### config.mk
export PLATFORM = sky130hd
export DESIGN_NAME = fetch_unit
export DESIGN_NICKNAME = d
export VERILOG_FILES = /design/src/rtl/fetch_unit.sv
export SDC_FILE = /design/constraint.sdc
export NUM_CORES = 1
export LEC_CHECK = 0
export CAP_MARGIN = 20
export CORE_MARGIN = 5
export CORE_UTILIZATION = 59
export CTS_BUF_LIST = sky130_fd_sc_hd__clkbuf_8
export CTS_CLUSTER_SIZE = 8
export DETAILED_ROUTE_END_ITERATION = 6
export PLACE_DENSITY = 0.91
export RECOVER_POWER = 100
export SLEW_MARGIN = 20
export SYNTH_ARGS = -nofsm -noshare
export SYNTH_HDL_FRONTEND = slang
export SYNTH_SLANG_ARGS = --single-unit
### constraint.sdc
create_clock -name clk -period 7.3 [get_ports clk]
set_input_delay 1.095 -clock clk [delete_from_list [all_inputs] [get_ports clk]]
set_output_delay 1.095 -clock clk [all_outputs]
set_load 0.02 [all_outputs]
### src/rtl/fetch_unit.sv
// Instruction fetch unit: issues word fetches, pairs responses with their PCs
// and presents them in order through a small instruction buffer.
module fetch_unit #(
    parameter logic [31:0] RESET_PC = 32'h0000_0000,
    parameter int          DEPTH    = 2
) (
    input  logic        clk,
    input  logic        rstN,
    output logic        imem_req,
    output logic [31:0] imem_addr,
    input  logic        imem_gnt,
    input  logic        imem_rvalid,
    input  logic [31:0] imem_rdata,
    input  logic        stall,
    input  logic        redirect,
    input  logic [31:0] redirect_pc,
    output logic [31:0] pcOut,
    output logic [31:0] instructionOut,
    output logic        validOut
);

    localparam logic [0:0]  FETCH = 1'b0;
    localparam logic [0:0]  DRAIN = 1'b1;
    localparam logic [31:0] NOP   = 32'h0000_0013;
    localparam logic [1:0]  LAST  = 2'(DEPTH - 1);
    localparam logic [3:0]  LIMIT = 4'(DEPTH);

    typedef struct packed {
        logic [31:0] pc;
        logic [31:0] instr;
    } ibuf_ent_t;

    logic [0:0]  state;
    logic [31:0] fpc;
    logic [2:0]  outst;
    logic [2:0]  outst_nxt;
    logic [2:0]  bcnt;
    logic [2:0]  bcnt_nxt;
    logic [1:0]  pq_wr;
    logic [1:0]  pq_rd;
    logic [1:0]  bf_hd;
    logic [1:0]  bf_tl;
    logic [31:0] pq_mem [4];
    ibuf_ent_t   ibuf   [4];

    logic [3:0]  inflight;
    logic        fire;
    logic        rsp;
    logic        push;
    logic        pop;
    logic        unused_bits;

    // Ring-pointer advance, wrapping at the configured depth.
    function automatic logic [1:0] inc_ptr(input logic [1:0] p);
        return (p == LAST) ? 2'd0 : p + 2'd1;
    endfunction

    assign unused_bits = ^redirect_pc[1:0];

    // Every issued request must have a buffer slot reserved for its reply.
    assign inflight  = {1'b0, outst} + {1'b0, bcnt};
    assign imem_req  = rstN && (state == FETCH)
                       && (inflight < LIMIT) && !redirect;
    assign imem_addr = fpc;
    assign fire      = imem_req && imem_gnt;

    // A reply with nothing outstanding is a protocol error and is ignored.
    assign rsp  = imem_rvalid && (outst != 3'd0);
    assign push = rsp && (state == FETCH) && !redirect;
    assign pop  = validOut && !stall && !redirect;

    assign validOut       = (bcnt != 3'd0);
    assign pcOut          = validOut ? ibuf[bf_hd].pc : 32'h0;
    assign instructionOut = validOut ? ibuf[bf_hd].instr : NOP;

    // Next occupancy of the in-flight request count.
    always_comb begin
        outst_nxt = outst;
        if (fire) outst_nxt = outst_nxt + 3'd1;
        if (rsp)  outst_nxt = outst_nxt - 3'd1;
    end

    // Next occupancy of the instruction buffer; redirect flushes it.
    always_comb begin
        bcnt_nxt = bcnt;
        if (redirect) begin
            bcnt_nxt = 3'd0;
        end else begin
            if (push) bcnt_nxt = bcnt_nxt + 3'd1;
            if (pop)  bcnt_nxt = bcnt_nxt - 3'd1;
        end
    end

    // Control state: fetch PC, counters, ring pointers and FETCH/DRAIN.
    always_ff @(posedge clk or negedge rstN) begin
        if (!rstN) begin
            state <= FETCH;
            fpc   <= RESET_PC;
            outst <= 3'd0;
            bcnt  <= 3'd0;
            pq_wr <= 2'd0;
            pq_rd <= 2'd0;
            bf_hd <= 2'd0;
            bf_tl <= 2'd0;
        end else begin
            outst <= outst_nxt;
            bcnt  <= bcnt_nxt;
            if (fire) pq_wr <= inc_ptr(pq_wr);
            if (rsp)  pq_rd <= inc_ptr(pq_rd);
            if (redirect) begin
                fpc   <= {redirect_pc[31:2], 2'b00};
                bf_tl <= bf_hd;
                state <= (outst_nxt != 3'd0) ? DRAIN : FETCH;
            end else begin
                if (fire) fpc <= fpc + 32'd4;
                if (push) bf_tl <= inc_ptr(bf_tl);
                if (pop)  bf_hd <= inc_ptr(bf_hd);
                if (state == DRAIN && outst_nxt == 3'd0) state <= FETCH;
            end
        end
    end

    // Storage for queued PCs and buffered instruction pairs.
    always_ff @(posedge clk) begin
        if (fire) pq_mem[pq_wr] <= fpc;
        if (push) ibuf[bf_tl] <= '{pc: pq_mem[pq_rd], instr: imem_rdata};
    end

endmodule

-- Word level (Yosys, flattened, before mapping)
Memories as Yosys holds them, arrays and structs flattened.
Cells that the tools add are included.
- add/subtract/negate cells: 10
- order comparisons: 1
- equality and inequality tests: 4
- mux-type cells: 23
- bitwise logic cells: 2
- reductions and logical operators: 20
- operators with widths (operator ; count):
    32-bit two-way mux ; 4
    32-bit by 3-bit adder with 32-bit output (second input constant) ; 1
    3-bit two-way mux ; 6
    2-bit two-way mux ; 6
    1-bit logical AND ; 10
    3-bit nonzero test ; 3
    2-bit by 1-bit adder with 2-bit output (second input constant) ; 4
    2-bit by 1-bit == test with 1-bit output (second input constant) ; 4
    1-bit two-way mux ; 7
    3-bit by 1-bit adder with 3-bit output (second input constant) ; 2
    2-bit nonzero test ; 3
    3-bit by 1-bit subtractor with 3-bit output (second input constant) ; 2
    3-bit by 3-bit adder with 4-bit output ; 1
    4-bit by 2-bit less-than comparator with 1-bit output (second input constant) ; 1
    3-bit logical NOT ; 1
    1-bit logical NOT ; 2
    1-bit NOT ; 2
    2-bit AND reduction ; 1
- flip-flop bits (word level): 47
- RAM bits: 384
- input port bits: 70
- output and inout bits: 98
- logic and storage cells: 70
- memories kept: 2
- memories (name ; words ; width ; rd ports ; clocked after memory_dff ; wr ports ; line ; text):
    ibuf ; 4 ; 64 ; 1 ; 0 ; 1 ; 44 ; ibuf_ent_t ibuf [4];
    pq_mem ; 4 ; 32 ; 1 ; 0 ; 1 ; 43 ; logic [31:0] pq_mem [4];

-- Depth between registers and ports, before layout
Gate-level depths: netlist of the first run.
- depth after elaboration: 12
- gate-level depth with buffers: 13
- depth with buffers taken out: 12

-- Worst setup path after synthesis of the first run
No wires, ideal clock.
- kind: input port to flip-flop
- start: input port redirect
- end: memory ibuf[0][0] (netlist name), enable pin
- library setup time: 0.571 ns
- arrival time: 6.259 ns
- data required time: 6.729 ns
- slack: 0.471 ns
- cell stages on the path: 4
- buffers on the path: 1
- path through: nor2_1 and3_1 clkbuf_1 nor3b_1
- longest elaborated chain between the ends: 4
- ends and longest elaborated chain (what ; line ; text):
    from (decl) ; 15 ; input logic redirect,
    1-bit logical NOT ; 69 ; assign push = rsp && (state == FETCH) && !redirect;
    1-bit logical AND ; 69 ;
    1-bit two-way mux ; 126 ; if (push) ibuf[bf_tl] <= '{pc: pq_mem[pq_rd], instr: imem_rdata};
    1-bit two-way mux (not written as such) ; 126 ;
    to (decl) ; 44 ;
Every way passes these cells.

-- Worst setup path in the final report of the first run
- start: input port redirect
- end: memory ibuf[2][50] (netlist name), enable pin
Same word-level chain as after synthesis.

==> impl_summary.md, run 1 <==
Setup path
For this design, the slowest cell found on the critical path is sky130_fd_sc_hd__clkbuf_1. The critical path goes through dlygate4sd3_1, clkbuf_1, nor2_1, and3_1, nand2_1, nor2_4, clkbuf_1. Data on the critical path is required at its endpoint by 7.46 ns. STA classifies the critical path endpoint as a flop. The most repeated library cell on the critical path is sky130_fd_sc_hd__clkbuf_1. The largest single stage delay on the critical path is 1.52 ns.

Along the worst path, the maximum fanout reaches 49. The kind of start point of the critical path is a primary input. The kind of critical path is in -> reg.

The data arrival time of the critical path is 5.89 ns.

Placed design
The sum of net half-perimeters after detailed placement is 20200 microns. The worst setup timing slack at the placement stage is 2.39 ns. The congestion estimate from routability-driven global placement came to 0.839.

The placed instances occupy a cell area of 18500 sq um. Port buffering added 161 buffers.

Clock network
The cell sitting at the root of the clock tree is a sky130_fd_sc_hd__clkbuf_8. The post-CTS setup buffer count is 0. The H-tree depth reported by CTS is 2. The worst-skew pair later-pin latency is 0.60 ns. The clock passes through at most 3 buffers.

After clock tree synthesis, the clock-pin slew on the worst setup and hold paths is 0.06 ns. The number of gates resized after cts is 0. The TritonCTS clock tree is built. The count of hold-fix buffers inserted at cts is 0.

In this run, CTS created clock tree buffers numbering 61. The number of clock sinks is 413.

Yosys
The number of different library cells used by synthesis comes to 56. The sequential cell area fraction in the yosys report is 73.9%. Of all cell types, the one taking the most synthesized area is sky130_fd_sc_hd__edfxtp_1. In the synthesized netlist the async set-or-reset flop fraction comes to 10.9%.

The synthesis-stage register bit count is 413. In the post-synthesis netlist, the biggest area contributors are sky130_fd_sc_hd__edfxtp_1 67%, sky130_fd_sc_hd__mux4_2 13%, sky130_fd_sc_hd__dfrtp_1 6.8%, sky130_fd_sc_hd__and2_1 2.4%, sky130_fd_sc_hd__nand2_1 0.93%. The gate count after technology mapping is 856.

The per-instance average area after synthesis is 19.3 sq um. Yosys mapped a number of flops with a built-in enable equal to 368. The most common flop cell mapped by yosys is sky130_fd_sc_hd__edfxtp_1. Summed over its instances, the top area cell type makes up 67.0% of the synthesized netlist area. The number of warning messages in the yosys log is 0.

The post-synth design cell area is 16500 sq um.

Power
Dividing total power by cell area gives a power density of 312 nW/um^2. The analysis attributes to cell leakage a power of 6.48 nW. Across the VDD grid, the largest voltage drop is 0.140 mV.

STA
The final hold violation count is 0. Static timing analysis puts the maximum clock frequency at 0.174 GHz. The maximum clock skew at final layout is 0.0338 ns.

The slew of the pin with the lowest slew margin is 2.49 ns. The slack of the critical path is 1.57 ns. The period utilization is 78.5%. The count of pins over their slew limit came to 324.

Setup repair after global routing left no endpoint under its margin. Counting I/O delays and the setup requirement, the final critical path takes 5.73 ns. The headroom to the max-slew limit is -66.0%. The number of failing setup endpoints in the final timing report is 0.

For the final routed database, the setup TNS stands at 0 ns.

Route
Once detail routing completed, the nets flagged for antenna violations numbered 0. The iteration-0 DRC count of the detailed router is 883. After detailed routing, the number of remaining DRC violations is 0. The wire length after detailed routing is 32800 microns.

The first detailed-routing pass ran for 5 iterations. The number of vias per cell after detailed routing is 5.99. The routed layout has 8794 vias.

After detailed routing, the average wire length per cell comes to 22.3 microns.

Job
The max-capacitance violation count is 8.

Layout
The antenna cell count is 0. The sequential cells in the finished layout cover a total of 12200 sq um. Relative to the synthesized area, the layout overhead comes to 18.0%. The net count of the finished layout is 1131. Counting the fill cells in the layout gives 1649. The fraction of final layout cells sized beyond drive strength 1 is 16.8%.

The commonest non-fill, non-tap cell in the layout is sky130_fd_sc_hd__edfxtp_1. In the layout the commonest cells are 368 x sky130_fd_sc_hd__edfxtp_1, 94 x sky130_fd_sc_hd__dlygate4sd3_1, 92 x sky130_fd_sc_hd__mux4_2. Summing all non-filler instances in the final layout gives an area of 19500 sq um. The multi-input combinational cells in the finished layout cover a total of 4020 sq um.

Global route
Entering global routing, the biggest net connects 63 pins. Global routing consumed, over all layers together, 21.2% of the routing resources. The number of antenna violations at the first check in global routing is 0.

The wire length of the first global-routing pass is 51300 microns. After global routing the overflow that remains totals 0. The via count of the first global-routing pass is 9378.

Die
Measured along the x axis, the die boundary spans 177 microns. The cell row count is 61. The die covers 31400 sq um. The region available for standard cell placement spans 27700 sq um. The initial core utilization is 59.5%. The die span in y is 177 microns. During I/O placement, the number of pins put on the boundary was 168.

Status
The final reports fail on capacitance limit, slew limit. The run finished, with violations left.

Worst hold path
The path class of the lowest-slack min-delay path is reg -> reg.
-- cell type report --
class                      count  share of cell area, %
clock buffer                  61                   4.32
clock inverter                42                   1.09
inverter                      13                  0.251
multi-input combinational    389                   20.7
sequential                   413                   62.6
tap                          378                   2.43
timing repair buffer         173                   8.61
-- worst paths after layout --
path | startpoint | to | slack [ns] | cells past startpoint
min reg2reg | bf_hd[1] | bf_tl[1] | 0.52 | 2
max | redirect | ibuf[2][50] | 1.57 | 7
min | bf_hd[1] | bf_tl[1] | 0.52 | 2
max reg2reg | outst[0] | ibuf[2][50] | 3.11 | 7
max in group asynchronous | rstN | bf_hd[0] | 4.18 | 2
min in group asynchronous | rstN | imem_addr[26] | 1.35 | 2
-- cells in the mapped netlist, drive strengths merged (2+ instances only) --
library cell	number
or3	3
xor2	2
nor3b	4
nor2	17
and2	62
mux2i	3
nand4	12
mux2	2
ha	9
a211oi	4
mux4	92
or2	4
buf	22
and3	5
o211ai	11
o21ai	19
nor3	10
nor4	6
a21oi	6
nor2b	2
dfrtp	45
nor4b	2
clkbuf	22
nand2	42
a221o	8
a21o	2
inv	12
o311ai	9
edfxtp	368
nand3	17
and4	2
xnor2	16
a21boi	3
-- power by group --
part	leakage [nW]	switching, W	internal [W]
logic	1.96	0.000729	0.000733
clock network	0.643	0.000805	0.000806
registers	3.88	0.000225	0.00277
total	6.48	0.00176	0.00431
-- flip-flops by register name, summed over array words and instances (netlist names) --
signal,cells
bcnt,3
bf_hd,2
bf_tl,2
ibuf,248
imem_addr,30
outst,3
pq_mem,120
pq_rd,2
pq_wr,2
state,1
-- through the flow --
stage               utilization [%]  total power [W]  cells  hold WS, ns
global route                   70.2          0.00636   1469        0.549
global placement               66.8          0.00452   1366        0.488
CTS                            70.6          0.00617   1469        0.526
detailed placement             66.8          0.00458   1366        0.506
floorplan                         -          0.00398    859        0.514
finish                         70.2          0.00607   1469        0.523
-- logic make-up (layout without fill, tap and decap cells) --
group / Yosys count / count (layout) / share of synthesized area, %
DFF: 413 / 413 / 73.9
and+or+nand+nor: 191 / 191 / 6.85
muxes: 97 / 97 / 12.9
AOI/OAI and AO/OA: 69 / 69 / 3.01
buffers and inverters: 57 / 289 / 1.59
xor gates and xnor gates: 18 / 18 / 0.956
adders and majority gates: 10 / 10 / 0.805
other: 1 / 4 / 0.0228
-- critical path: cells and delay by family --
kind	cells	cell delay [ns]
buf+inv	3	2.83
simple gates	4	1.93
-- layer usage --
| metal | track usage (%) | up-vias | wire (microns) |
|---|---|---|---|
| li1 | - | 3828 | - |
| met1 | 29.5 | 4490 | 13000 |
| met2 | 35.1 | 423 | 16400 |
| met3 | 4.66 | 53 | 2820 |
| met4 | 5.09 | 0 | 534 |
| met5 | 0 | - | 0 |
Power figures use the tool's default switching activity.
==> inputs of run 2 (changes only) <==
--- a/config.mk
+++ b/config.mk
@@ -7,11 +7,11 @@
 export LEC_CHECK = 0
 export CAP_MARGIN = 20
 export CORE_MARGIN = 5
-export CORE_UTILIZATION = 59
+export CORE_UTILIZATION = 53
 export CTS_BUF_LIST = sky130_fd_sc_hd__clkbuf_8
 export CTS_CLUSTER_SIZE = 8
 export DETAILED_ROUTE_END_ITERATION = 6
-export PLACE_DENSITY = 0.91
+export PLACE_DENSITY = 0.87
 export RECOVER_POWER = 100
 export SLEW_MARGIN = 20
 export SYNTH_ARGS = -nofsm -noshare
==> constraint.sdc (replaced) <==
create_clock -name clk -period 5 [get_ports clk]
set_input_delay 0.75 -clock clk [delete_from_list [all_inputs] [get_ports clk]]
set_output_delay 0.75 -clock clk [all_outputs]
set_load 0.02 [all_outputs]
==> run 2 against run 1 <==
Compared with the run above:
- the run still ends with capacitance limit, slew limit left
- cell area is 1.4% higher
- via count up 0.57%
- sequential power is 44% higher
- highest routed layer is now met5
- sequential share of layout area shrank 0.87 points
- worst setup slack worse by 0.98 ns
==> impl_summary.md, run 2 (synthesis results as in run 1) <==
Status
The run finished, with violations left. The checks that failed: capacitance limit, slew limit.

STA
The minimum hold slack is 0.562 ns. The worst path needs 4.42 ns of the cycle, external delays included. At the pin with the least slew margin, the transition time is 2.50 ns. Setup violations remaining at the end of the flow were counted as 0.

The count of pins over their slew limit is 272. Clock skew on the completed layout was measured at 0.0246 ns. Static timing analysis puts the maximum clock frequency at 0.226 GHz. Dividing the final minimum period by the clock period gives 88.3%. Setup total negative slack on the finished layout was measured at 0 ns. Setup repair after global routing left no endpoint under its margin. The headroom to the max-slew limit is -67.2%. The final hold violation count was 0.

Global route
The wire length of the first global-routing pass is 52800 microns. The number of antenna violations at the first check in global routing is 1. The total congestion overflow is 0. Global routing used 19.2% of the available tracks across all layers. The largest net degree at the start of global routing is 63. The via count of the first global-routing pass is 9207.

Route
The total DRC errors in the routed layout is 0. In the routed layout, each cell is associated on average with a via count of 5.87. The detail route stage leaves a number of antenna-violating nets equal to 0.

The wire length after detailed routing is 33200 microns. The via count of the routed design is 8844. After detailed routing, the average wire length per cell comes to 22.0 microns. For this block, the initial DRC count from the detailed router was 713.

The number of iterations in the first detailed-routing pass is 5.

Power
The leakage component of the power is 6.67 nW. The peak supply drop is 0.216 mV. Power spread over the standard cell area amounts to 462 nW/um^2.

Die
The core area is 30700 sq um. Measured along the x axis, the die boundary spans 186 microns. The die is 186 microns tall. The initial utilization of the core area, before any placement, comes to 53.7%.

Pin placement for this block handled 168 I/O pins. The die covers 34700 sq um. The cell row count is 64.

Layout
Across the whole layout, storage elements account for 12200 sq um. The number of standard cells in the final layout excluding fillers is 1507. The commonest non-fill, non-tap cell in the layout is sky130_fd_sc_hd__edfxtp_1. The register name with the most flops is ibuf. The register with the most flip-flops in the layout has 248 of them. The final layout net count is 1144.

With fillers left out, the area of the finished cells amounts to 19700 sq um. The post-route netlist has 18.6% of its cells at a drive strength greater than 1. The layout overhead on the synthesized area is 19.7%.

The filler cell count is 2022. In the final layout, the multi-input gates occupy 4040 sq um. Leaving out fill and tap cells, the most frequent cells in the layout are 368 x sky130_fd_sc_hd__edfxtp_1, 99 x sky130_fd_sc_hd__dlygate4sd3_1, 92 x sky130_fd_sc_hd__mux4_2.

Clock network
The TritonCTS clock tree is built. The number of clock buffers added by TritonCTS is 67. The number of gates resized after cts is 0. Hold repair after CTS inserted 0 buffers. The worst-skew pair later-pin latency is 0.58 ns. In this run the deepest clock path goes through 3 buffers. After clock tree synthesis, the clock-pin slew on the worst setup and hold paths is 0.06 ns. The number of clock sinks is 413. The post-CTS setup buffer count is 0.

In this run the clock root is driven by a sky130_fd_sc_hd__clkbuf_8. The H-tree depth reported by CTS is 3.

Setup path
The critical path goes through buf_4, mux4_2, and2_1, dlygate4sd3_1. The kind of cell with the highest combined delay along the critical path is flip-flops. At the worst endpoint, the required time is 4.25 ns.

The delay of the slowest cell on the worst path is 1.49 ns. The critical path is of the reg -> out type. Data on the critical path arrives at its endpoint at 3.67 ns. The type of destination of the critical path is a primary output. For this design, the slowest cell found on the critical path is sky130_fd_sc_hd__dfrtp_1.

Together, buffers and inverters on the worst path number 2. The maximum net fanout on the critical path is 36. The kind of start point of the critical path is a flop.

Job
Across the run, the number of max-cap violations was 7.

Placed design
After legalization and detailed placement, the total HPWL measured 20800 microns. The placed instances occupy a cell area of 18600 sq um. The congestion estimate from routability-driven global placement came to 0.834. Buffers placed on the I/O ports in this run total 161. The instance count after placement with tap cells included is 1391.

Worst hold path
The path class of the tightest hold or removal check is reg -> reg.
[run 2: cell count changes in the layout (fill, tap and decap cells not counted), moves of 5 or more]
cell                              change
sky130_fd_sc_hd__and2_0              -29
sky130_fd_sc_hd__and2_1              +29
sky130_fd_sc_hd__clkbuf_2             +8
sky130_fd_sc_hd__clkbuf_8            +10
sky130_fd_sc_hd__clkdlybuf4s50_1      -5
sky130_fd_sc_hd__dlygate4sd3_1        +5
sky130_fd_sc_hd__inv_1                -7
[run 2: final timing paths]
kind,start,to,slack [ns],depth (start not counted)
worst max-delay path,bf_hd[1],pcOut[4],0.58,4
worst min-delay path,pq_wr[0],pq_wr[0],0.56,1
worst max register to register,outst[0],pq_mem[2][17],0.84,7
worst min register to register,pq_wr[0],pq_wr[0],0.56,1
max in group asynchronous,rstN,bf_hd[0],2.15,2
min in group asynchronous,rstN,imem_addr[29],1.12,2
[run 2: worst reg2reg max path, delay by kind of cell (launching register included)]
kind,cells,cell delay (ns)
adders and majority gates,1,0.38
DFF,1,0.46
and+or+nand+nor,4,1.51
AOI/OAI and AO/OA,1,0.68
buffers and inverters,1,0.74
[run 2: layout make-up]
| type | instances | share of cell area (%) |
|---|---|---|
| timing repair buffer | 180 | 8.84 |
| inverter | 13 | 0.247 |
| clock buffer | 71 | 4.95 |
| multi-input combinational | 389 | 20.5 |
| tap | 396 | 2.51 |
| antenna | 2 | 0.0254 |
| sequential | 413 | 61.8 |
| clock inverter | 43 | 1.18 |
[run 2: where the power goes]
part           internal, W  switching [W]  leakage (nW)
Clock              0.00133        0.00126         0.707
Combinational      0.00109        0.00112          2.09
Sequential         0.00405       0.000279          3.88
Total              0.00647        0.00265          6.67
[run 2: through the flow]
step | total power [W] | setup WS, ns | utilization [%]
floorplan | 0.00580 | 0.471 | -
global placement | 0.00664 | 1.54 | 60.7
detailed placement | 0.00672 | 1.38 | 60.7
CTS | 0.00931 | 0.925 | 64.6
global route | 0.00958 | 0.392 | 64.3
finish | 0.00912 | 0.583 | 64.3
[run 2: layer usage]
layer  GRT usage (%)  part of all wire [%]  vias up
li1                -                     -     3868
met5               0                 0.021        -
met2            30.8                    49      407
met1            27.2                    42     4511
met4            5.31                   1.7        2
met3            4.20                   8.1       56
